$ cat config.mk
export PLATFORM = sky130hd
export DESIGN_NAME = sbm_chk_chan
export DESIGN_NICKNAME = d
export VERILOG_FILES = /design/src/rtl/sbm_chk_pkg.sv /design/src/rtl/sbm_chk_chan.sv
export SDC_FILE = /design/constraint.sdc
export NUM_CORES = 1
export LEC_CHECK = 0
export ABC_AREA = 1
export CAP_MARGIN = 30
export CORE_AREA = 2 2 39 41
export DETAILED_ROUTE_END_ITERATION = 10
export DIE_AREA = 0 0 41 43
export PLACE_DENSITY = 0.4
export SLEW_MARGIN = 30
export SYNTH_ARGS = -nofsm -noshare
export SYNTH_HDL_FRONTEND = slang
export SYNTH_SLANG_ARGS = --single-unit
$ cat constraint.sdc
create_clock -name clock -period 2.15 [get_ports clock]
set_input_delay 0.43 -clock clock [delete_from_list [all_inputs] [get_ports clock]]
set_output_delay 0.43 -clock clock [all_outputs]
set_load 0.1 [all_outputs]
$ cat src/rtl/sbm_chk_pkg.sv
// Shared types and helpers for the a->c response checker.
package sbm_chk_pkg;

    // Per-channel checker state
    typedef enum logic {
        IDLE = 1'b0,
        WAIT = 1'b1
    } chan_state_e;

    // Stimulus pair value that arms a channel unless overridden
    localparam logic [1:0] TRIG_DEFAULT = 2'b11;

    // Add inc to cur, clamping the result at max_val
    function automatic logic [31:0] sat_add(input logic [31:0] cur,
                                            input logic [31:0] inc,
                                            input logic [31:0] max_val);
        logic [32:0] sum;
        sum = {1'b0, cur} + {1'b0, inc};
        if (sum > {1'b0, max_val}) begin
            return max_val;
        end
        return sum[31:0];
    endfunction

endpackage

$ cat src/rtl/sbm_chk_chan.sv
// Single-channel trigger/response checker: FSM plus latency counter.
// viol_c is combinational and pulses on the sample that detects a
// timeout or a spurious c_1.
module sbm_chk_chan
    import sbm_chk_pkg::*;
#(
    parameter int unsigned MAX_LAT = 4,
    parameter logic [1:0]  TRIG    = TRIG_DEFAULT
) (
    input  logic       clock,
    input  logic       reset_n,
    input  logic       enable,
    input  logic [1:0] a,
    input  logic [1:0] c,
    output logic       busy,
    output logic       viol_c
);

    localparam int unsigned LAT_W = $clog2(MAX_LAT + 1);

    chan_state_e      state_q, state_d;
    logic [LAT_W-1:0] lat_q, lat_d;

    // State and latency registers
    always_ff @(posedge clock or negedge reset_n) begin
        if (!reset_n) begin
            state_q <= IDLE;
            lat_q   <= '0;
        end else begin
            state_q <= state_d;
            lat_q   <= lat_d;
        end
    end

    // Next-state, latency update and violation detection
    always_comb begin
        state_d = state_q;
        lat_d   = lat_q;
        viol_c  = 1'b0;
        if (!enable) begin
            state_d = IDLE;
            lat_d   = '0;
        end else begin
            case (state_q)
                IDLE: begin
                    if (a == TRIG) begin
                        state_d = WAIT;
                        lat_d   = LAT_W'(1);
                    end
                end
                WAIT: begin
                    if (c[0]) begin
                        // pass; the same cycle may re-arm
                        if (a == TRIG) begin
                            state_d = WAIT;
                            lat_d   = LAT_W'(1);
                        end else begin
                            state_d = IDLE;
                            lat_d   = '0;
                        end
                    end else if (c[1]) begin
                        viol_c  = 1'b1;
                        state_d = IDLE;
                        lat_d   = '0;
                    end else if (lat_q == LAT_W'(MAX_LAT)) begin
                        viol_c  = 1'b1;
                        state_d = IDLE;
                        lat_d   = '0;
                    end else begin
                        lat_d = lat_q + LAT_W'(1);
                    end
                end
                default: begin
                    state_d = IDLE;
                    lat_d   = '0;
                end
            endcase
        end
    end

    assign busy = (state_q == WAIT);

endmodule

==> results of run 1 <==
[flip-flops by register name (all words and copies together), names as in the netlist]
| name | cells |
|---|---|
| lat_q | 3 |
| busy | 1 |
[per-layer routing]
metal / track usage (%) / wire length [um] / vias up
met5: 0 / 0 / -
met3: 3.14 / 17 / 0
met2: 11.9 / 309 / 3
li1: - / - / 146
met4: 8.00 / 0 / 0
met1: 9.48 / 257 / 115
[cell type report]
type	instances	area [sq um]	share of cell area (%)
clock buffers	4	26.3	6.23
repair buffers	8	87.6	20.8
flip-flops and latches	4	101	24.0
multi-input cells	26	160	38.0
inverters	7	26.3	6.23
well taps	16	20.0	4.75
[critical path, cell delays in order]
cell,delay [ps]
clkdlybuf4s50_1,570
nand3_2,150
a21oi_4,160
buf_12,190
[cells in the mapped netlist, drive strengths merged]
master    n
a21boi    1
a21oi     2
dfrtp     4
ha        2
inv       7
nand2    11
nand3     3
nand4     2
nor2      2
o21ai     1
o22ai     1
o2bb2ai   1
[per-stage QoR]
step           utilization [%]  total power, uW  cells  area, sq um  worst slack [ps]
4_1_cts                   30.5              236     65          422               220
6_report                  30.5              228     65          422               222
5_1_grt                   30.5              245     65          422               175
3_5_place_dp              28.6              128     61          395               219
2_1_floorplan                -              108     37          288               230
3_3_place_gp              28.6              128     61          395               236
[worst min path at each step]
stage,startpoint,endpoint
floorplan,reset_n,busy
global placement,lat_q[2],lat_q[2]
detailed placement,lat_q[2],lat_q[2]
CTS,reset_n,lat_q[0]
global route,reset_n,lat_q[0]
finish,reset_n,lat_q[0]
[logic make-up (layout without fill, tap and decap cells)]
group	after synthesis	after routing
AO/OA/AOI/OAI	6	6
adder cells (fa/ha/maj)	2	2
buffers and inverters	7	19
flip-flops	4	4
AND/OR/NAND/NOR	18	18
[where the power goes]
| part | leakage, uW | internal [uW] | switching [uW] |
|---|---|---|---|
| Clock | 0.0000150 | 69.7 | 31.1 |
| Sequential | 0.0000529 | 78.8 | 3.25 |
| Combinational | 0.000128 | 19.3 | 25.6 |
| Total | 0.000196 | 168 | 59.9 |
==> flow_summary_export.csv, run 1 <==
group,metric,value,unit
floorplan,dieWidth,41,um
critical_path,crit_arrival,1500,ps
yosys,synth_seq_area_share,36.4,%
sta,finalCriticalPeriod,1930,ps
sta,tightest_slew,278,ps
flow_run,cap_viol_max_count,0,
cells_and_area,final_common_cell,"nand2_1",
yosys,synthAdderAreaFrac,9.09,%
detailed_routing,drtIter0Drc,2,
detailed_routing,drc,0,
yosys,ys_ff_latch,4,
critical_path,crit_required,1720,ps
sta,setup_viol,0,
yosys,synthMuxAreaShare,0,%
cells_and_area,area_growth_syn_to_layout,53.2,%
clocking,clock-sinks,4,
yosys,yosysTopAreaCell,"dfrtp_1",
global_route,grt_max_degree,6,
sta,final_hold_viol_count,0,
critical_path,reg2reg_slack,930,ps
critical_path,worstSetupEndpointType,"output pin",
sta,setup-tns-final,0,ps
sta,maxSlewViolCount,0,
global_route,overflow,0,
critical_path,startpoint,"enable",
critical_path,regToRegEndpoint,"lat_q[2]",
clocking,cts_setup_buffers,0,
yosys,ys_warn_count,0,
clocking,post_cts_resized,0,
critical_path,r2r_start,"lat_q[0]",
yosys,synth_top_family_by_area,"simple AND/OR/NAND/NOR gates",
detailed_routing,routed_via_density,4.06,
clocking,cts.clk_slew.worst_paths,40,ps
clocking,clock-root-buffer,"clkbuf_4",
global_route,grtUsageTotal,8.58,%
critical_path,crit_fanout,5,
sta,rsz0062_at_grt,"no",
clocking,hold_buffers,0,
cells_and_area,drive_above_1_share,20.4,%
sta,relSlewSlack,81.6,%
yosys,yosysTopAreaCellShare,36.4,%
worst_hold_path,worstHoldPathType,"in -> async",
yosys,avgSynthCellArea,7.44,sq um
sta,hold_ws,396,ps
yosys,ys_types,14,
critical_path,endpoint,"viol_c",
floorplan,rows,14,
critical_path,crit_path_start_kind,"input pin",
floorplan,io_pins,9,
placement,gp_congestion,0.673,
clocking,clock_path_buffers,2,
sta,min_period_over_period,89.7,%
cells_and_area,diodes,0,
global_route,grt_pass1_vias,256,
yosys,synth_nets,46,
global_route,antenna_found_initial,0,
detailed_routing,drt-total-wl,583,um
clocking,cts_buffers,3,
clocking,cts_tree,"done",
cells_and_area,fin_nets,59,
detailed_routing,via_count,264,
yosys,synth_area,275,sq um
cells_and_area,fill_cells,150,
critical_path,critPathKind,"in -> out",
sta,worst_clock_skew,1.49,ps
floorplan,start_util,19.9,%
clocking,h-tree-depth,1,
yosys,synth_compound_area_share,13.6,%
yosys,synthCells,37,
pwr,peakVddDrop,0.000270,V
yosys,synthSimpleGateAreaFrac,31.4,%
floorplan,core_area,1380,sq um
floorplan,dieHeight,43,um
detailed_routing,antenna_left,0,
sta,fmax,519,MHz
outcome,status,"complete, no violations",
detailed_routing,routedWlPerCell,8.97,um
yosys,synth_xor_area_share,0,%
global_route,grt_pass1_wl,972,um
floorplan,dieArea,1760,sq um
placement,portBuffers,8,
pwr,power_density,540,nW/um^2
placement,hpwlAfterDp,502,um
clocking,clkLatencyLatePin,230,ps
pwr,leakagePower,0.000196,uW
critical_path,r2r_cells,7,
yosys,synth_area_leaders,"dfrtp_1 (36%), nand2_1 (15%), ha_1 (9.1%), inv_1 (8.2%), nand3_2 (7.3%)",
detailed_routing,drt_pass1_iterations,2,
cells_and_area,final_cell_mix,"nand2_1 (11), inv_1 (6), clkdlybuf4s50_1 (6)",
Power figures use the tool's default switching activity.
==> run 2: changes to the inputs <==
Settings changed: PLACE_DENSITY 0.4 to 0.38.
==> run 2 against run 1 <==
Combinational power is essentially flat. Largest power group unchanged. Sequential power is essentially flat. Critical path type unchanged. Clock power is essentially flat. Non-clock buffer count is the same. Clock skew grew 2.2 ps.
==> flow_summary_export.csv, run 2 (synthesis gave the netlist of run 1 again) <==
group,metric,value,unit
outcome,status,"complete, no violations",
critical_path,r2r_cells,7,
floorplan,io_pins,9,
global_route,antenna_found_initial,0,
placement,placed_area,395,sq um
global_route,grt_pass1_wl,979,um
cells_and_area,fill_cells,144,
sta,fin_ws,207,ps
pwr,clkPwrFrac,44.7,%
clocking,cts.clk_slew.worst_paths,40,ps
cells_and_area,largest_reg_flops,3,
sta,tightest_slew,276,ps
clocking,cts_tree,"done",
critical_path,slowest_delay,570,ps
pwr,p_int,168,uW
floorplan,dieArea,1760,sq um
critical_path,crit_fanout,5,
detailed_routing,via_count,270,
clocking,clkLatencyLatePin,240,ps
cells_and_area,final_cell_mix,"nand2_1 (11), inv_1 (6), clkdlybuf4s50_1 (6)",
critical_path,regToRegEndpoint,"lat_q[2]",
sta,rsz0062_at_grt,"no",
cells_and_area,regMostFlops,"lat_q",
cells_and_area,fin_util,30.5,%
critical_path,startpoint,"enable",
global_route,grt_max_degree,6,
critical_path,r2r_start,"lat_q[0]",
cells_and_area,diodes,0,
placement,gp_congestion,0.736,
sta,fmax,515,MHz
sta,worst_clock_skew,3.72,ps
critical_path,crit_required,1720,ps
worst_hold_path,worstHoldPathType,"in -> async",
detailed_routing,antenna_left,0,
critical_path,crit_chain,"clkdlybuf4s50_1 > nand3_2 > a21oi_4 > buf_12",
sta,hold_ws,393,ps
cells_and_area,final_area,422,sq um
detailed_routing,routed_via_density,4.15,
cells_and_area,multi_input_area,160,sq um
flow_run,cap_viol_max_count,0,
pwr,peakVddDrop,0.000274,V
floorplan,core_area,1380,sq um
floorplan,dieHeight,43,um
pwr,p_comb_share,19.6,%
floorplan,start_util,19.9,%
clocking,clock_path_buffers,2,
cells_and_area,regArea,101,sq um
cells_and_area,drive_above_1_share,20.4,%
placement,portBuffers,8,
pwr,p_sw,62.3,uW
critical_path,critPathKind,"in -> out",
global_route,overflow,0,
clocking,cts_setup_buffers,0,
critical_path,crit_path_start_kind,"input pin",
pwr,power_density,546,nW/um^2
cells_and_area,fin_nets,59,
sta,min_period_over_period,90.4,%
placement,dp_slack,220,ps
sta,final_hold_viol_count,0,
detailed_routing,drt-total-wl,608,um
global_route,grt_pass1_vias,234,
critical_path,slowest_stage,"clkdlybuf4s50_1",
pwr,p_seq_share,35.7,%
clocking,clock-sinks,4,
sta,setup-tns-final,0,ps
clocking,cts_buffers,3,
global_route,grtUsageTotal,8.76,%
cells_and_area,final_common_cell,"nand2_1",
pwr,leakagePower,0.000196,uW
sta,relSlewSlack,81.7,%
floorplan,rows,14,
sta,maxSlewViolCount,0,
detailed_routing,drc,0,
cells_and_area,area_growth_syn_to_layout,53.2,%
clocking,h-tree-depth,1,
sta,finalCriticalPeriod,1940,ps
floorplan,dieWidth,41,um
detailed_routing,routedWlPerCell,9.35,um
pwr,sw_frac_of_total,27.1,%
critical_path,crit_arrival,1510,ps
detailed_routing,drt_pass1_iterations,3,
critical_path,reg2reg_slack,900,ps
clocking,hold_buffers,0,
clocking,post_cts_resized,0,
clocking,clock-root-buffer,"clkbuf_4",
sta,setup_viol,0,
critical_path,worstSetupEndpointType,"output pin",
placement,hpwlAfterDp,495,um
detailed_routing,drtIter0Drc,2,
run 2: power groups by stage:
stage	combinational (uW)	clock [uW]	sequential, uW
global placement	44.5	0	83.5
detailed placement	45.3	0	83.4
floorplan	18.8	0	89.0
global route	49.7	121	82.8
CTS	45.5	109	82.4
finish	45.0	103	82.2
run 2: worst max path at each step:
stage | slack [ps] | end | depth (start not counted)
6_report | 210 | viol_c | 4
5_1_grt | 170 | viol_c | 4
4_1_cts | 210 | viol_c | 4
3_5_place_dp | 220 | viol_c | 4
3_3_place_gp | 240 | viol_c | 4
2_1_floorplan | 230 | viol_c | 2
run 2: area by class of cell:
cell class	count	share of cell area, %
timing repair buffer	8	20.8
inverter	7	6.23
multi-input combinational	26	38.0
sequential	4	24.0
tap	16	4.75
clock buffer	4	6.23
run 2: metrics by stage:
| stage | instances | total power [uW] |
|---|---|---|
| 2_1_floorplan | 37 | 108 |
| 3_3_place_gp | 61 | 128 |
| 3_5_place_dp | 61 | 129 |
| 4_1_cts | 65 | 237 |
| 5_1_grt | 65 | 253 |
| 6_report | 65 | 230 |
run 2: worst max-delay path, delay by kind of cell:
| family | cells | cell delay (ps) |
|---|---|---|
| compound gates | 1 | 160 |
| buf+inv | 2 | 760 |
| simple gates | 1 | 160 |
run 2: per-layer routing:
| layer | track usage [%] | share of wire (%) |
|---|---|---|
| met5 | 0 | 0 |
| met2 | 11.3 | 48 |
| met4 | 2.00 | 0 |
| met3 | 6.28 | 2.6 |
| met1 | 11.7 | 50 |
==> run 3: changes to the inputs <==
Settings changed: ABC_AREA 1 to 0.
==> run 3 against run 2 <==
Maximum frequency up 0.70%. Critical path type unchanged. Clock power about the same. Via count down 19%. Count of clock-buffer cells in the layout unchanged. Final cell count down 15%. Core utilization down 0.72 points. Sequential share of layout area up 0.58 points. Clock skew up 3.8 ps. Synthesized cell count down 27%.
==> flow_summary_export.csv, run 3 <==
group,metric,value,unit
clocking,cts.clk_slew.worst_paths,40,ps
cells_and_area,final_common_cell,"clkdlybuf4s50_1",
yosys,synth_area_leaders,"dfrtp_1 (37%), ha_1 (9.3%), a21o_1 (5.6%), and2_1 (4.7%), nand2b_1 (4.7%)",
critical_path,crit_fanout,4,
critical_path,critPathKind,"in -> out",
cells_and_area,diodes,0,
sta,maxSlewViolCount,0,
clocking,cts_setup_buffers,0,
detailed_routing,drt-total-wl,499,um
cells_and_area,final_cell_mix,"clkdlybuf4s50_1 (6), clkbuf_4 (3), dfrtp_1 (3)",
cells_and_area,fill_cells,145,
sta,worst_clock_skew,7.49,ps
clocking,cts_buffers,3,
detailed_routing,routed_via_density,4.00,
yosys,synth_edf_count,0,
detailed_routing,antenna_left,0,
pwr,peakVddDrop,0.000257,V
pwr,leakagePower,0.000191,uW
global_route,grt_pass1_wl,828,um
outcome,status,"complete, no violations",
clocking,clock_path_buffers,2,
clocking,clock-sinks,4,
cells_and_area,multi_input_area,169,sq um
yosys,ys.flop_type,"dfrtp_1",
clocking,cts_tree,"done",
sta,min_period_over_period,89.8,%
critical_path,worstSetupEndpointType,"output pin",
sta,relSlewSlack,78.8,%
yosys,yosysTopAreaCellShare,37.2,%
critical_path,regToRegEndpoint,"lat_q[0]",
yosys,synthCells,27,
global_route,grt_max_degree,6,
floorplan,rows,14,
global_route,overflow,0,
floorplan,dieHeight,43,um
yosys,ys_ff_latch,4,
global_route,grtUsageTotal,7.26,%
clocking,clock-root-buffer,"clkbuf_4",
detailed_routing,drc,0,
floorplan,start_util,19.4,%
sta,setup_viol,0,
clocking,hold_buffers,0,
critical_path,crit_path_start_kind,"input pin",
yosys,ys_types,18,
worst_hold_path,worstHoldPathType,"in -> async",
floorplan,dieArea,1760,sq um
yosys,yosysMostFrequentCell,"dfrtp_1",
sta,fmax,518,MHz
critical_path,crit_arrival,1500,ps
global_route,grt_pass1_vias,223,
clocking,post_cts_resized,0,
sta,final_hold_viol_count,0,
yosys,synth-async-reset-ratio,100,%
cells_and_area,regArea,101,sq um
yosys,avgSynthCellArea,9.96,sq um
yosys,synth_area,269,sq um
yosys,synth_nets,36,
detailed_routing,routedWlPerCell,9.07,um
cells_and_area,fin_nets,49,
clocking,h-tree-depth,1,
critical_path,reg2reg_slack,740,ps
cells_and_area,drive_above_1_share,17.9,%
pwr,power_density,544,nW/um^2
placement,gp_congestion,0.610,
sta,setup-tns-final,0,ps
floorplan,io_pins,9,
floorplan,core_area,1380,sq um
floorplan,dieWidth,41,um
detailed_routing,drtIter0Drc,0,
cells_and_area,regMostFlops,"lat_q",
global_route,antenna_found_initial,0,
sta,finalCriticalPeriod,1930,ps
critical_path,r2r_cells,5,
yosys,synth_seq_area_share,37.2,%
clocking,clkLatencyLatePin,240,ps
sta,tightest_slew,317,ps
critical_path,crit_required,1720,ps
sta,hold_ws,390,ps
detailed_routing,via_count,220,
sta,rsz0062_at_grt,"no",
yosys,yosysTopAreaCell,"dfrtp_1",
yosys,ys_warn_count,0,
cells_and_area,largest_reg_flops,3,
flow_run,cap_viol_max_count,0,
placement,portBuffers,8,
detailed_routing,drt_pass1_iterations,1,
cells_and_area,area_growth_syn_to_layout,53.0,%
critical_path,r2r_start,"lat_q[0]",
run 3: changes by cell type after synthesis, sizes merged, moves of 2 or more:
cell / delta
nor2: -2
nand2: -10
nand4: -2
and2: +2
nand3: -2
inv: -5
nand2b: +2
nor2b: +2
a21o: +2
run 3: kinds of logic after synthesis:
family,count (synthesis),share of synthesized area [%]
and+or+nand+nor,11,26.0
adders and majority gates,2,9.30
AOI/OAI and AO/OA,7,20.9
buffers and inverters,2,2.79
muxes,1,3.72
DFF,4,37.2
run 3: final cells by class:
type,count,area share [%]
Multi-Input combinational cell,21,41.0
Sequential cell,4,24.6
Timing Repair Buffer,8,21.3
Clock buffer,4,6.38
Tap cell,16,4.86
Inverter,2,1.82
run 3: where the power goes:
part	internal, uW	leakage [uW]	switching [uW]
Clock	69.6	0.0000150	30.8
Combinational	20.9	0.000123	20.8
Sequential	78.5	0.0000528	3.19
run 3: how the worst max path moves through the flow:
stage,cells past startpoint,slack (ps),start,to
after floorplan,2,240,busy,viol_c
after global placement,4,220,enable,viol_c
after detailed placement,4,220,c[0],viol_c
after CTS,4,210,c[0],viol_c
after global routing,4,180,c[0],viol_c
final,4,220,c[0],viol_c
run 3: metrics by stage:
| stage | std cells | cell area [sq um] | power [uW] | utilization (%) | worst slack (ps) |
|---|---|---|---|---|---|
| after global placement | 51 | 385 | 125 | 27.8 | 220 |
| final | 55 | 412 | 224 | 29.7 | 220 |
| after global routing | 55 | 412 | 242 | 29.7 | 179 |
| after detailed placement | 51 | 385 | 125 | 27.8 | 222 |
| after floorplan | 27 | 278 | 105 | - | 238 |
| after CTS | 55 | 412 | 230 | 29.7 | 213 |
run 3: layer usage:
layer	track usage (%)	vias up	part of all wire (%)
li1	-	121	-
met1	7.82	96	46
met2	10.3	3	51
met3	3.14	0	2.4
met4	6.00	0	0
met5	0	-	0
run 3: critical path, stage by stage:
cell and delay, ps:
clkdlybuf4s50_1 430, nand3b_1 280, nor2b_4 180, buf_12 180
==> variant (settings of run 3) <==
Change the parameter `MAX_LAT` from 4 to 2.
--- a/src/rtl/sbm_chk_chan.sv
+++ b/src/rtl/sbm_chk_chan.sv
@@ -4,7 +4,7 @@
 module sbm_chk_chan
     import sbm_chk_pkg::*;
 #(
-    parameter int unsigned MAX_LAT = 4,
+    parameter int unsigned MAX_LAT = 2,
     parameter logic [1:0]  TRIG    = TRIG_DEFAULT
 ) (
     input  logic       clock,
Function: changed (a bounded check fails within 4 cycles, from zero or initial values and one cycle with reset_n low).
==> variant against run 3 <==
- routed wire length shrank 0.60%
- design area fell by 23%
- power shrank 13%
- combinational power fell by 20%
- register-to-register slack better by 0.30 ns
- largest power group unchanged
- area after synthesis down 35%
- setup slack better by 0.11 ns
- sequential cell count is 1 lower
==> variant: results (changes against run 3) <==
- The worst reg-to-reg setup slack is 1.04 ns (+0.30 ns).
- The smallest hold slack is 0.3764 ns (-0.01337 ns).
- The per-cell routed wire length was 10.55 um (+16%).
- The critical-path maximum fanout is 2 (-2).
- The leakage power came to 0.1507 nW (-21%).
- The flip-flop count of the largest register after layout is 2 (-1).
- The met1 demand-to-capacity share in global routing is 8.091% (+0.27 points).
- More flip-flops sit in one register than any other, and that register is lat_q.
- The total global-route track usage was 7.646% (+0.39 points).
- The final cell count without fillers came to 47 (-15%).
- The run finished with clean final reports.
- The met2 layer usage reported by global route was 10.00% (-0.31 points).
- The share of synthesized area occupied by flip-flops and latches was 42.86% (+5.6 points).
- The first-pass GRT wire length is 821 um (-0.85%).
- The share of post-route cells with drive strength above 1 is 25.81% (+7.9 points).
- The number of nets in the synthesized netlist was 25 (-31%).
- The count of TritonRoute iterations in the first routing pass was 4 (+3).
- The internal portion of total power is 0.1459 mW (-14%).
- The relative slew slack is 81.62% (+2.8 points).
- The via count of the routed design is 192 (-13%).
- The highest ir drop seen on vdd came to 0.2200 mV (-14%).
- The tree is rooted in a sky130_fd_sc_hd__clkbuf_4.
- The setup clock skew after layout is 0.001115 ns (-0.006378 ns).
- The via count of the first global-routing pass is 209 (-6.3%).
- The routability congestion estimate came to 0.6675 (+9.4%).
- The number of DRC markers after the initial detailed-route iteration was 2 (+2).
- The net count of the finished layout is 39 (-20%).
- In the post-synthesis netlist, the biggest area contributors are sky130_fd_sc_hd__dfrtp_1 (43%), sky130_fd_sc_hd__o211a_1 (11%), sky130_fd_sc_hd__and2b_2 (5.0%).
- The quantity of gates resized following cts came to 0 (unchanged).
- The distinct cell type count of the synthesized netlist is 15 (-3).
- The cell count after placement is 43 (-16%).
[variant: cell types whose count changed in the layout (fill, tap and decap cells not counted), sizes merged, moves of 2 or more]
cell and delta:
ha -2, and2 -2, a21o -2, o211a +2
[variant: routing by layer]
layer | vias up | wire length [um]
met1 | 84 | 202
li1 | 93 | -
met3 | 2 | 73
met2 | 13 | 205
met5 | - | 0
met4 | 0 | 14
[variant: final timing paths]
path | cells past startpoint | from | to
worst max-delay path | 4 | c[0] | viol_c
worst min-delay path | 1 | reset_n | lat_q[0]
worst max register to register | 2 | lat_q[1] | lat_q[1]
worst min register to register | 2 | lat_q[1] | lat_q[1]
max in group asynchronous | 1 | reset_n | busy
min in group clock | 2 | lat_q[1] | lat_q[1]
[variant: power by group through the flow]
stage,clock (mW),combinational (mW),sequential [mW]
final,0.0986,0.0336,0.0616
after global routing,0.113,0.0367,0.0619
after CTS,0.105,0.0342,0.0616
after detailed placement,0,0.0340,0.0623
after global placement,0,0.0335,0.0623
after floorplan,0,0.00909,0.0684
[variant: kinds of logic (layout without fill, tap and decap cells)]
logic type,count (synthesis),in the layout,share of synthesized area [%]
and+or+nand+nor,8,8,27.86
AOI/OAI and AO/OA,6,6,27.15
DFF,3,3,42.86
buffers and inverters,1,14,2.141
[variant: metrics by stage]
step           worst slack, ns  cell area, um^2
6_report                0.3279            317.8
5_1_grt                 0.2658            317.8
4_1_cts                 0.3170            317.8
3_5_place_dp            0.3262            291.5
3_3_place_gp            0.3413            291.5
2_1_floorplan          0.03200            176.4
[variant: cell type report]
type,instances,area [um^2]
Inverter,1,3.754
Multi-Input combinational cell,14,96.34
Timing Repair Buffer,9,95.09
Fill cell,152,1066
Sequential cell,3,76.32
Clock buffer,4,26.28
Tap cell,16,20.02
